--- src/rtl/md_pkg.sv ---
// Shared definitions for the E-stage MDU dispatch: op codes, MDU start encodings,
// default latencies and the dispatch FSM state.
package md_pkg;

  typedef enum logic [3:0] {
    OpNone  = 4'd0,
    OpMult  = 4'd1,
    OpMultu = 4'd2,
    OpDiv   = 4'd3,
    OpDivu  = 4'd4,
    OpMfhi  = 4'd5,
    OpMflo  = 4'd6,
    OpMthi  = 4'd7,
    OpMtlo  = 4'd8
  } md_op_e;

  typedef enum logic [2:0] {
    StartIdle  = 3'b000,
    StartMultu = 3'b001,
    StartMult  = 3'b010,
    StartDivu  = 3'b011,
    StartDiv   = 3'b100
  } md_start_e;

  localparam int unsigned MulLatDefault = 5;
  localparam int unsigned DivLatDefault = 10;

  typedef enum logic {
    StIdle,
    StBusy
  } md_state_e;

endpackage

--- src/rtl/md_if.sv ---
// Dispatch-to-MDU port bundle. The dispatcher is the master; the HI/LO unit is the slave.
interface md_if;
  logic [2:0]  md_start;
  logic [31:0] md_in1;
  logic [31:0] md_in2;
  logic [31:0] md_wdata;
  logic        md_we;
  logic        md_addr;
  logic [3:0]  md_busy;
  logic [31:0] md_data_out;

  modport master (
    output md_start, md_in1, md_in2, md_wdata, md_we, md_addr,
    input  md_busy, md_data_out
  );

  modport slave (
    input  md_start, md_in1, md_in2, md_wdata, md_we, md_addr,
    output md_busy, md_data_out
  );
endinterface

--- src/rtl/md_dispatch.sv ---
// E-stage issue side of the HI/LO multiply/divide handshake: decodes md ops, drives the MDU,
// shadows its busy countdown and stalls the pipeline until an op can issue.
module md_dispatch
  import md_pkg::*;
#(
  parameter int unsigned MUL_LAT = MulLatDefault,
  parameter int unsigned DIV_LAT = DivLatDefault
) (
  input  logic        clk,
  input  logic        reset,
  input  logic        e_valid,
  input  logic [3:0]  md_op,
  input  logic [31:0] rs_val,
  input  logic [31:0] rt_val,
  md_if.master        mdu,
  output logic        stall,
  output logic [31:0] mf_result,
  output logic        proto_err
);

  md_state_e  state_q, state_d;
  logic [3:0] cnt_q, cnt_d;
  logic       err_q, err_d;

  logic md_req;
  logic busy_any;
  logic accept;
  logic is_mul;
  logic is_div;

  // Every output is forced to zero while reset is held, independent of MDU inputs.
  always_comb begin
    md_req    = e_valid && (md_op >= 4'd1) && (md_op <= 4'd8);
    busy_any  = (cnt_q != 4'd0) || (mdu.md_busy != 4'd0);
    stall     = reset && md_req && busy_any;
    accept    = reset && md_req && !busy_any;
    is_mul    = (md_op == OpMult) || (md_op == OpMultu);
    is_div    = (md_op == OpDiv) || (md_op == OpDivu);

    mdu.md_start  = StartIdle;
    mdu.md_we     = 1'b0;
    mdu.md_addr   = 1'b0;
    mdu.md_in1    = reset ? rs_val : 32'd0;
    mdu.md_in2    = reset ? rt_val : 32'd0;
    mdu.md_wdata  = reset ? rs_val : 32'd0;
    mf_result     = 32'd0;
    proto_err     = err_q;

    if (accept) begin
      case (md_op)
        OpMult:  mdu.md_start = StartMult;
        OpMultu: mdu.md_start = StartMultu;
        OpDiv:   mdu.md_start = StartDiv;
        OpDivu:  mdu.md_start = StartDivu;
        OpMfhi: begin
          mdu.md_addr = 1'b1;
          mf_result   = mdu.md_data_out;
        end
        OpMflo:  mf_result = mdu.md_data_out;
        OpMthi: begin
          mdu.md_we   = 1'b1;
          mdu.md_addr = 1'b1;
        end
        OpMtlo:  mdu.md_we = 1'b1;
        default: ;
      endcase
    end
  end

  always_comb begin
    state_d = state_q;
    cnt_d   = cnt_q;
    err_d   = err_q;
    unique case (state_q)
      StIdle: begin
        if (accept && is_mul) begin
          cnt_d   = 4'(MUL_LAT);
          state_d = StBusy;
        end else if (accept && is_div) begin
          cnt_d   = 4'(DIV_LAT);
          state_d = StBusy;
        end
      end
      StBusy: begin
        // The MDU must count down in lock-step with the shadow.
        if (mdu.md_busy != cnt_q) err_d = 1'b1;
        cnt_d = cnt_q - 4'd1;
        if (cnt_q == 4'd1) state_d = StIdle;
      end
      default: state_d = StIdle;
    endcase
  end

  always_ff @(posedge clk or negedge reset) begin
    if (!reset) begin
      state_q <= StIdle;
      cnt_q   <= 4'd0;
      err_q   <= 1'b0;
    end else begin
      state_q <= state_d;
      cnt_q   <= cnt_d;
      err_q   <= err_d;
    end
  end

endmodule

--- src/flat_wrapper.sv ---
// flat-port wrapper written by rule: the top's interface ports become plain ports
module md_dispatch_flat import md_pkg::*;
#(
  parameter int unsigned MUL_LAT = MulLatDefault,
  parameter int unsigned DIV_LAT = DivLatDefault
)
  (clk, reset, e_valid, md_op, rs_val, rt_val, stall, mf_result, proto_err, mdu_md_start, mdu_md_in1, mdu_md_in2, mdu_md_wdata, mdu_md_we, mdu_md_addr, mdu_md_busy, mdu_md_data_out);
  md_if mdu_i ();
  input  logic clk;
  input  logic reset;
  input  logic e_valid;
  input  logic [3:0] md_op;
  input  logic [31:0] rs_val;
  input  logic [31:0] rt_val;
  output logic stall;
  output logic [31:0] mf_result;
  output logic proto_err;
  output wire logic [$bits(mdu_i.md_start)-1:0] mdu_md_start;
  output wire logic [$bits(mdu_i.md_in1)-1:0] mdu_md_in1;
  output wire logic [$bits(mdu_i.md_in2)-1:0] mdu_md_in2;
  output wire logic [$bits(mdu_i.md_wdata)-1:0] mdu_md_wdata;
  output wire logic [$bits(mdu_i.md_we)-1:0] mdu_md_we;
  output wire logic [$bits(mdu_i.md_addr)-1:0] mdu_md_addr;
  input wire logic [$bits(mdu_i.md_busy)-1:0] mdu_md_busy;
  input wire logic [$bits(mdu_i.md_data_out)-1:0] mdu_md_data_out;
  assign mdu_md_start = mdu_i.md_start;
  assign mdu_md_in1 = mdu_i.md_in1;
  assign mdu_md_in2 = mdu_i.md_in2;
  assign mdu_md_wdata = mdu_i.md_wdata;
  assign mdu_md_we = mdu_i.md_we;
  assign mdu_md_addr = mdu_i.md_addr;
  assign mdu_i.md_busy = mdu_md_busy;
  assign mdu_i.md_data_out = mdu_md_data_out;
  md_dispatch #(.MUL_LAT(MUL_LAT), .DIV_LAT(DIV_LAT)) u_core (.clk(clk), .reset(reset), .e_valid(e_valid), .md_op(md_op), .rs_val(rs_val), .rt_val(rt_val), .mdu(mdu_i), .stall(stall), .mf_result(mf_result), .proto_err(proto_err));
endmodule
--- config.mk ---
export PLATFORM = sky130hd
export DESIGN_NAME = md_dispatch_flat
export DESIGN_NICKNAME = d
export VERILOG_FILES = /design/src/rtl/md_pkg.sv /design/src/rtl/md_if.sv /design/src/rtl/md_dispatch.sv /design/src/flat_wrapper.sv
export SDC_FILE = /design/constraint.sdc
export NUM_CORES = 1
export LEC_CHECK = 0
export CAP_MARGIN = 20
export CORE_MARGIN = 10
export CORE_UTILIZATION = 22
export DETAILED_ROUTE_END_ITERATION = 7
export PLACE_DENSITY = 0.85
export SLEW_MARGIN = 25
export SYNTH_ARGS = -nofsm -noshare
export SYNTH_HDL_FRONTEND = slang
export SYNTH_SLANG_ARGS = --single-unit
--- constraint.sdc ---
create_clock -name clk -period 3.4 [get_ports clk]
set_clock_uncertainty 0.15 [all_clocks]
set_input_delay 1.02 -clock clk [delete_from_list [all_inputs] [get_ports clk]]
set_output_delay 1.02 -clock clk [all_outputs]
set_load 0.05 [all_outputs]
# Yosys cells after proc, flatten, opt, wreduce, memory -nomap -nowiden

Cells that the tools add are included.

Register bits after elaboration: 6
Bits in latches: 0
RAM bits: 0
Memory bits (read-only): 0
Input port bits: 107
Output and inout port bits: 135
Word-level logic and storage cells: 52
Memories: 0

Add/subtract/negate cells: 1
Multipliers: 0
Divide/modulo/power cells: 0
Order comparisons: 2
Equality and inequality tests: 11
Shifts and indexed selects: 0
Mux-type cells: 17
Bitwise logic cells: 1
Reductions and logical operators: 17

Operators by type and width:

| cell                                                                                 | number |
|---|---|
| 32-bit 2-to-1 mux                                                                    | 4 |
| 4-bit by 3-bit equality test with 1-bit output (second input constant)               | 4 |
| 3-bit one-hot mux with 4 select lines                                                | 1 |
| 4-bit by 1-bit equality test with 1-bit output (second input constant)               | 2 |
| 4-bit by 2-bit equality test with 1-bit output (second input constant)               | 2 |
| 4-bit 2-to-1 mux                                                                     | 2 |
| 4-bit one-hot mux with 2 select lines                                                | 1 |
| 4-bit nonzero test                                                                   | 2 |
| 1-bit logical AND                                                                    | 7 |
| 1-bit 2-to-1 mux                                                                     | 7 |
| 2-bit OR reduction                                                                   | 3 |
| 4-bit equality test (second input constant)                                          | 1 |
| 4-bit by 1-bit greater-or-equal comparator with 1-bit output (second input constant) | 1 |
| 4-bit less-or-equal comparator (second input constant)                               | 1 |
| 4-bit != test                                                                        | 1 |
| 4-bit by 1-bit subtractor with 4-bit output (second input constant)                  | 1 |
| 1-bit logical OR                                                                     | 3 |
| 3-bit 2-to-1 mux                                                                     | 1 |
| 3-bit by 1-bit != test with 1-bit output (second input constant)                     | 1 |
| 1-bit one-hot mux with 2 select lines                                                | 1 |
| 2-bit AND reduction                                                                  | 1 |
| 1-bit zero test                                                                      | 1 |
| 1-bit NOT                                                                            | 1 |

# Depth between registers and ports, before layout

Word-level depth: 9
Mapped depth: 7

# Worst setup path before layout

OpenSTA, ideal clock, no wires.

Path type: input to output
Start point: input md_op[1]
End point: output mdu_md_we
Arrival: 2.729 ns
Required time: 2.230 ns
Path slack: -0.499 ns
Stages on the path: 4
Path buffers: 1
Path through: clkbuf_1 nor3_1 a32oi_1 nor3b_1

Word-level cells in the longest chain between the ends: 6
Elaborated cells between the ends (all ways): 11
Classes of those cells: order compare: 2; eq/ne: 2; mux: 2; reduce/logical: 5

RTL lines:

| what                                                         | RTL line           | source |
|---|---|---|
| start: declaration                                           | flat_wrapper.sv:12 | `input logic [3:0] md_op;` |
| 4-bit by 1-bit greater-or-equal comparator with 1-bit output | md_dispatch.sv:33  | `md_req = e_valid && (md_op >= 4'd1) && (md_op <= 4'd8);` |
| 1-bit logical AND (2 in series)                              | md_dispatch.sv:33  |  |
| 1-bit logical AND (2 in series)                              | md_dispatch.sv:36  | `accept = reset && md_req && !busy_any;` |
| 1-bit 2-to-1 mux *                                           | md_dispatch.sv:49  | `if (accept) begin` |
| end: declaration                                             | flat_wrapper.sv:22 | `output wire logic [$bits(mdu_i.md_we)-1:0] mdu_md_we;` |

Every way passes the cells marked *; elsewhere a longest branch is shown, timed or not.

# Worst setup path after layout

Start point: input mdu_md_busy[2]
End point: output mf_result[30]

Word-level cells in the longest chain between the ends: 5

RTL lines:

| what               | RTL line           | source |
|---|---|---|
| start: declaration | flat_wrapper.sv:24 | `input wire logic [$bits(mdu_i.md_busy)-1:0] mdu_md_busy;` |
| 4-bit nonzero test | md_dispatch.sv:34  | `busy_any = (cnt_q != 4'd0) \|\| (mdu.md_busy != 4'd0);` |
| 1-bit logical OR   | md_dispatch.sv:34  |  |
| 1-bit zero test    | md_dispatch.sv:36  |  |
| 1-bit logical AND  | md_dispatch.sv:36  |  |
| 32-bit 2-to-1 mux  | md_dispatch.sv:49  |  |
| end: declaration   | flat_wrapper.sv:16 | `output logic [31:0] mf_result;` |

No other way between the ends.

==> results.sh <==
export IMPL_r2r_start="u_core.cnt_q[0]"
export IMPL_clock_fmax_mhz=278.7
export IMPL_vias=2388
export IMPL_cts_tree="done"
export IMPL_clk_pin_slew_worst_paths_ps=40
export IMPL_cts_buffer_depth=2
export IMPL_grt_pass1_wl_um=18210
export IMPL_gr_total_overflow=0
export IMPL_path_delay_family="simple AND/OR/NAND/NOR gates"
export IMPL_clock_sinks=6
export IMPL_fin_nets=545
export IMPL_synth_edf_count=0
export IMPL_r2r_end="u_core.cnt_q[2]"
export IMPL_avgRoutedWirePerCell_um=24.82
export IMPL_grtUsageTotal_pct=23.45
export IMPL_reg2reg_slack_ps=1020
export IMPL_die_height_um=102.1
export IMPL_synthToLayoutAreaGrowth_pct=274.2
export IMPL_fin_ws_ps=-188.4
export IMPL_worstPathBufferInverterCount=4
export IMPL_start_util_pct=22.98
export IMPL_power_frac_seq_pct=7.9
export IMPL_synth_area_leader_cell="and2_1"
export IMPL_p_sw_share_pct=43.16
export IMPL_use_met2_pct=44.74
export IMPL_synth_distinct_cells=35
export IMPL_power_frac_comb_pct=80.4
export IMPL_ys_ff_latch=6
export IMPL_port_buffers=241
export IMPL_hold_worst_slack_ps=305.5
export IMPL_place_gp_congestion=0.7971
export IMPL_antenna_found_initial=0
export IMPL_finalHoldViolCount=0
export IMPL_cp_end_kind="output pin"
export IMPL_stdcell_area_um2=5553
export IMPL_h_tree_depth=1
export IMPL_required_ps=2230
export IMPL_power_internal_uw=514.3
export IMPL_cp_max_fo=8
export IMPL_clock_latency_ps=220
export IMPL_die_w_um=102.1
export IMPL_vdd_drop_max_uv=116.4
export IMPL_ant_nets=0
export IMPL_cp_common_cell="buf_8"
export IMPL_syn_inst=203
export IMPL_cp_depth=8
export IMPL_numCtsBuffers=3
export IMPL_ys_flop_type="dfrtp_1"
export IMPL_synthesis_area_um2=1484
export IMPL_drv_cap=0
export IMPL_period_share_pct=105.5
export IMPL_setup_viol=36
export IMPL_syn_nets=313
export IMPL_synth_top_area_share_pct=40.89
export IMPL_grt_pass1_vias=2826
export IMPL_drtIter0Drc=88
export IMPL_antenna_cells=0
export IMPL_cp_start_kind="input pin"
export IMPL_finalWirelength_um=12660
export IMPL_row_count=29
export IMPL_p_sw_uw=390.5
export IMPL_cp_startpoint="mdu_md_busy[2]"
export IMPL_fin_util_pct=85.97
export IMPL_dieArea_um2=10430
export IMPL_hpwlAfterDp_um=10410
export IMPL_crit_path_end="mf_result[30]"
export IMPL_avgSynthCellArea_um2=7.310
export IMPL_coreArea_um2=6459
export IMPL_cts_root_buf="clkbuf_8"
export IMPL_hold_path_class="reg2reg"
export IMPL_violations="negative setup slack"
export IMPL_dr_pass1_iters=4
export IMPL_slowest_stage="nor4b_4"
export IMPL_power_density_nw_per_um2=162.9
export IMPL_power_uw=904.8
export IMPL_top_usage_layer="met2"
export IMPL_place_ws_ps=-570.8
export IMPL_drive_above_1_share_pct=51.73
export IMPL_drc_errors=0
export IMPL_synth_most_common_cell="and2_1"
export IMPL_tightest_slew_ps=558.0
export IMPL_grt_max_degree=71
export IMPL_worstSetupPathType="in2out"
export IMPL_crit_chain="buf_8, nor4b_4, nand4b_4, nor3b_4, buf_6, buf_8, and2_4, buf_12"
export IMPL_r2r_cells=9
export IMPL_synth_warnings=0
export IMPL_io_pins=242
export IMPL_synth_common_cells="97 x and2_1, 32 x buf_4, 11 x clkbuf_1, 9 x xnor2_1, 6 x dfrtp_1"
export IMPL_rsz0062_at_grt="yes"
export IMPL_outcome="finished with violations"
export IMPL_via_per_inst=4.682
export IMPL_p_clk_share_pct=11.7
export IMPL_dpl_cell_area_um2=5218
export IMPL_synth_area_top_cells="and2_1 41%, buf_4 16%, dfrtp_1 10%"
export IMPL_ys_seq_area_share_pct=10.12
export IMPL_p_leak_nw=2.402
export IMPL_met3_usage_pct=14.10
export IMPL_relSlewSlack_pct=62.68
export IMPL_ys_async_sr_fraction_pct=100.0
export IMPL_cp_slowest_stage_delay_ps=290
export IMPL_global_route_usage_met1_pct=21.02
export IMPL_slew_violations=0
export IMPL_arrival_ps=2420
export IMPL_period_needed_ps=3588
-- registers in the layout, indices dropped and copies added (netlist names) --
register,flops
u_core.cnt_q,4
u_core.proto_err,1
u_core.state_q,1
-- stage by stage --
| step | TNS, ps | instances |
|---|---|---|
| after floorplan | -1695 | 203 |
| after global placement | -18640 | 492 |
| after detailed placement | -20080 | 492 |
| after CTS | -8808 | 514 |
| after global routing | -8542 | 510 |
| final | -5971 | 510 |
-- cell usage in the layout, fill, tap and decap left out, drive strengths merged, types with 3 or more instances in the layout --
master	count
nor3	5
inv	3
and2	97
ha	3
nor2	3
buf	171
clkdlybuf4s50	97
a21oi	3
dfrtp	6
dlygate4sd2	3
xnor2	9
clkbuf	5
-- layout make-up --
cell class | instances | area (um^2)
tap | 77 | 96.34
timing repair buffer | 273 | 4069
sequential | 6 | 150.1
multi-input combinational | 147 | 1177
fill | 306 | 905.9
clock buffer | 3 | 41.29
inverter | 4 | 18.77
-- worst min-delay path by stage --
| stage | from | end | cells past startpoint |
|---|---|---|---|
| floorplan | u_core.cnt_q[3] | u_core.cnt_q[3] | 1 |
| global placement | u_core.proto_err | u_core.proto_err | 1 |
| detailed placement | u_core.proto_err | u_core.proto_err | 1 |
| CTS | u_core.proto_err | u_core.proto_err | 1 |
| global route | u_core.proto_err | u_core.proto_err | 1 |
| finish | u_core.proto_err | u_core.proto_err | 1 |
-- layer usage --
layer	vias to the layer above	routed length, um
li1	1084	-
met4	0	188
met3	17	1774
met5	-	0
met1	1098	3772
met2	189	6920
-- logic make-up (layout without fill, tap and decap cells) --
group,Yosys count,in the layout,synth area share [%]
and+or+nand+nor,121,121,52.70
buffers and inverters,50,280,22.26
AOI/OAI and AO/OA,13,13,6.324
DFF,6,6,10.12
adders and majority gates,3,3,2.530
xor gates and xnor gates,9,9,5.312
muxes,1,1,0.7588
-- power groups by stage --
stage	logic (mW)	registers [mW]	clock network, mW
after floorplan	0.305	0.0727	0
after CTS	0.727	0.0719	0.108
after global routing	0.752	0.0718	0.117
final	0.727	0.0718	0.106
after global placement	0.704	0.0727	0
after detailed placement	0.717	0.0727	0
-- timing repair --
action / CTS / global route
setup endpoints to repair: 38 / 38
hold buffers: 0 / 0
pin swaps: 41 / 11
cloned: 3 / 0
endpoints found under the hold margin: 0 / 0
resized for setup: 76 / 17
buffers inserted: 17 / 3
(Power assumes the default switching activity.)
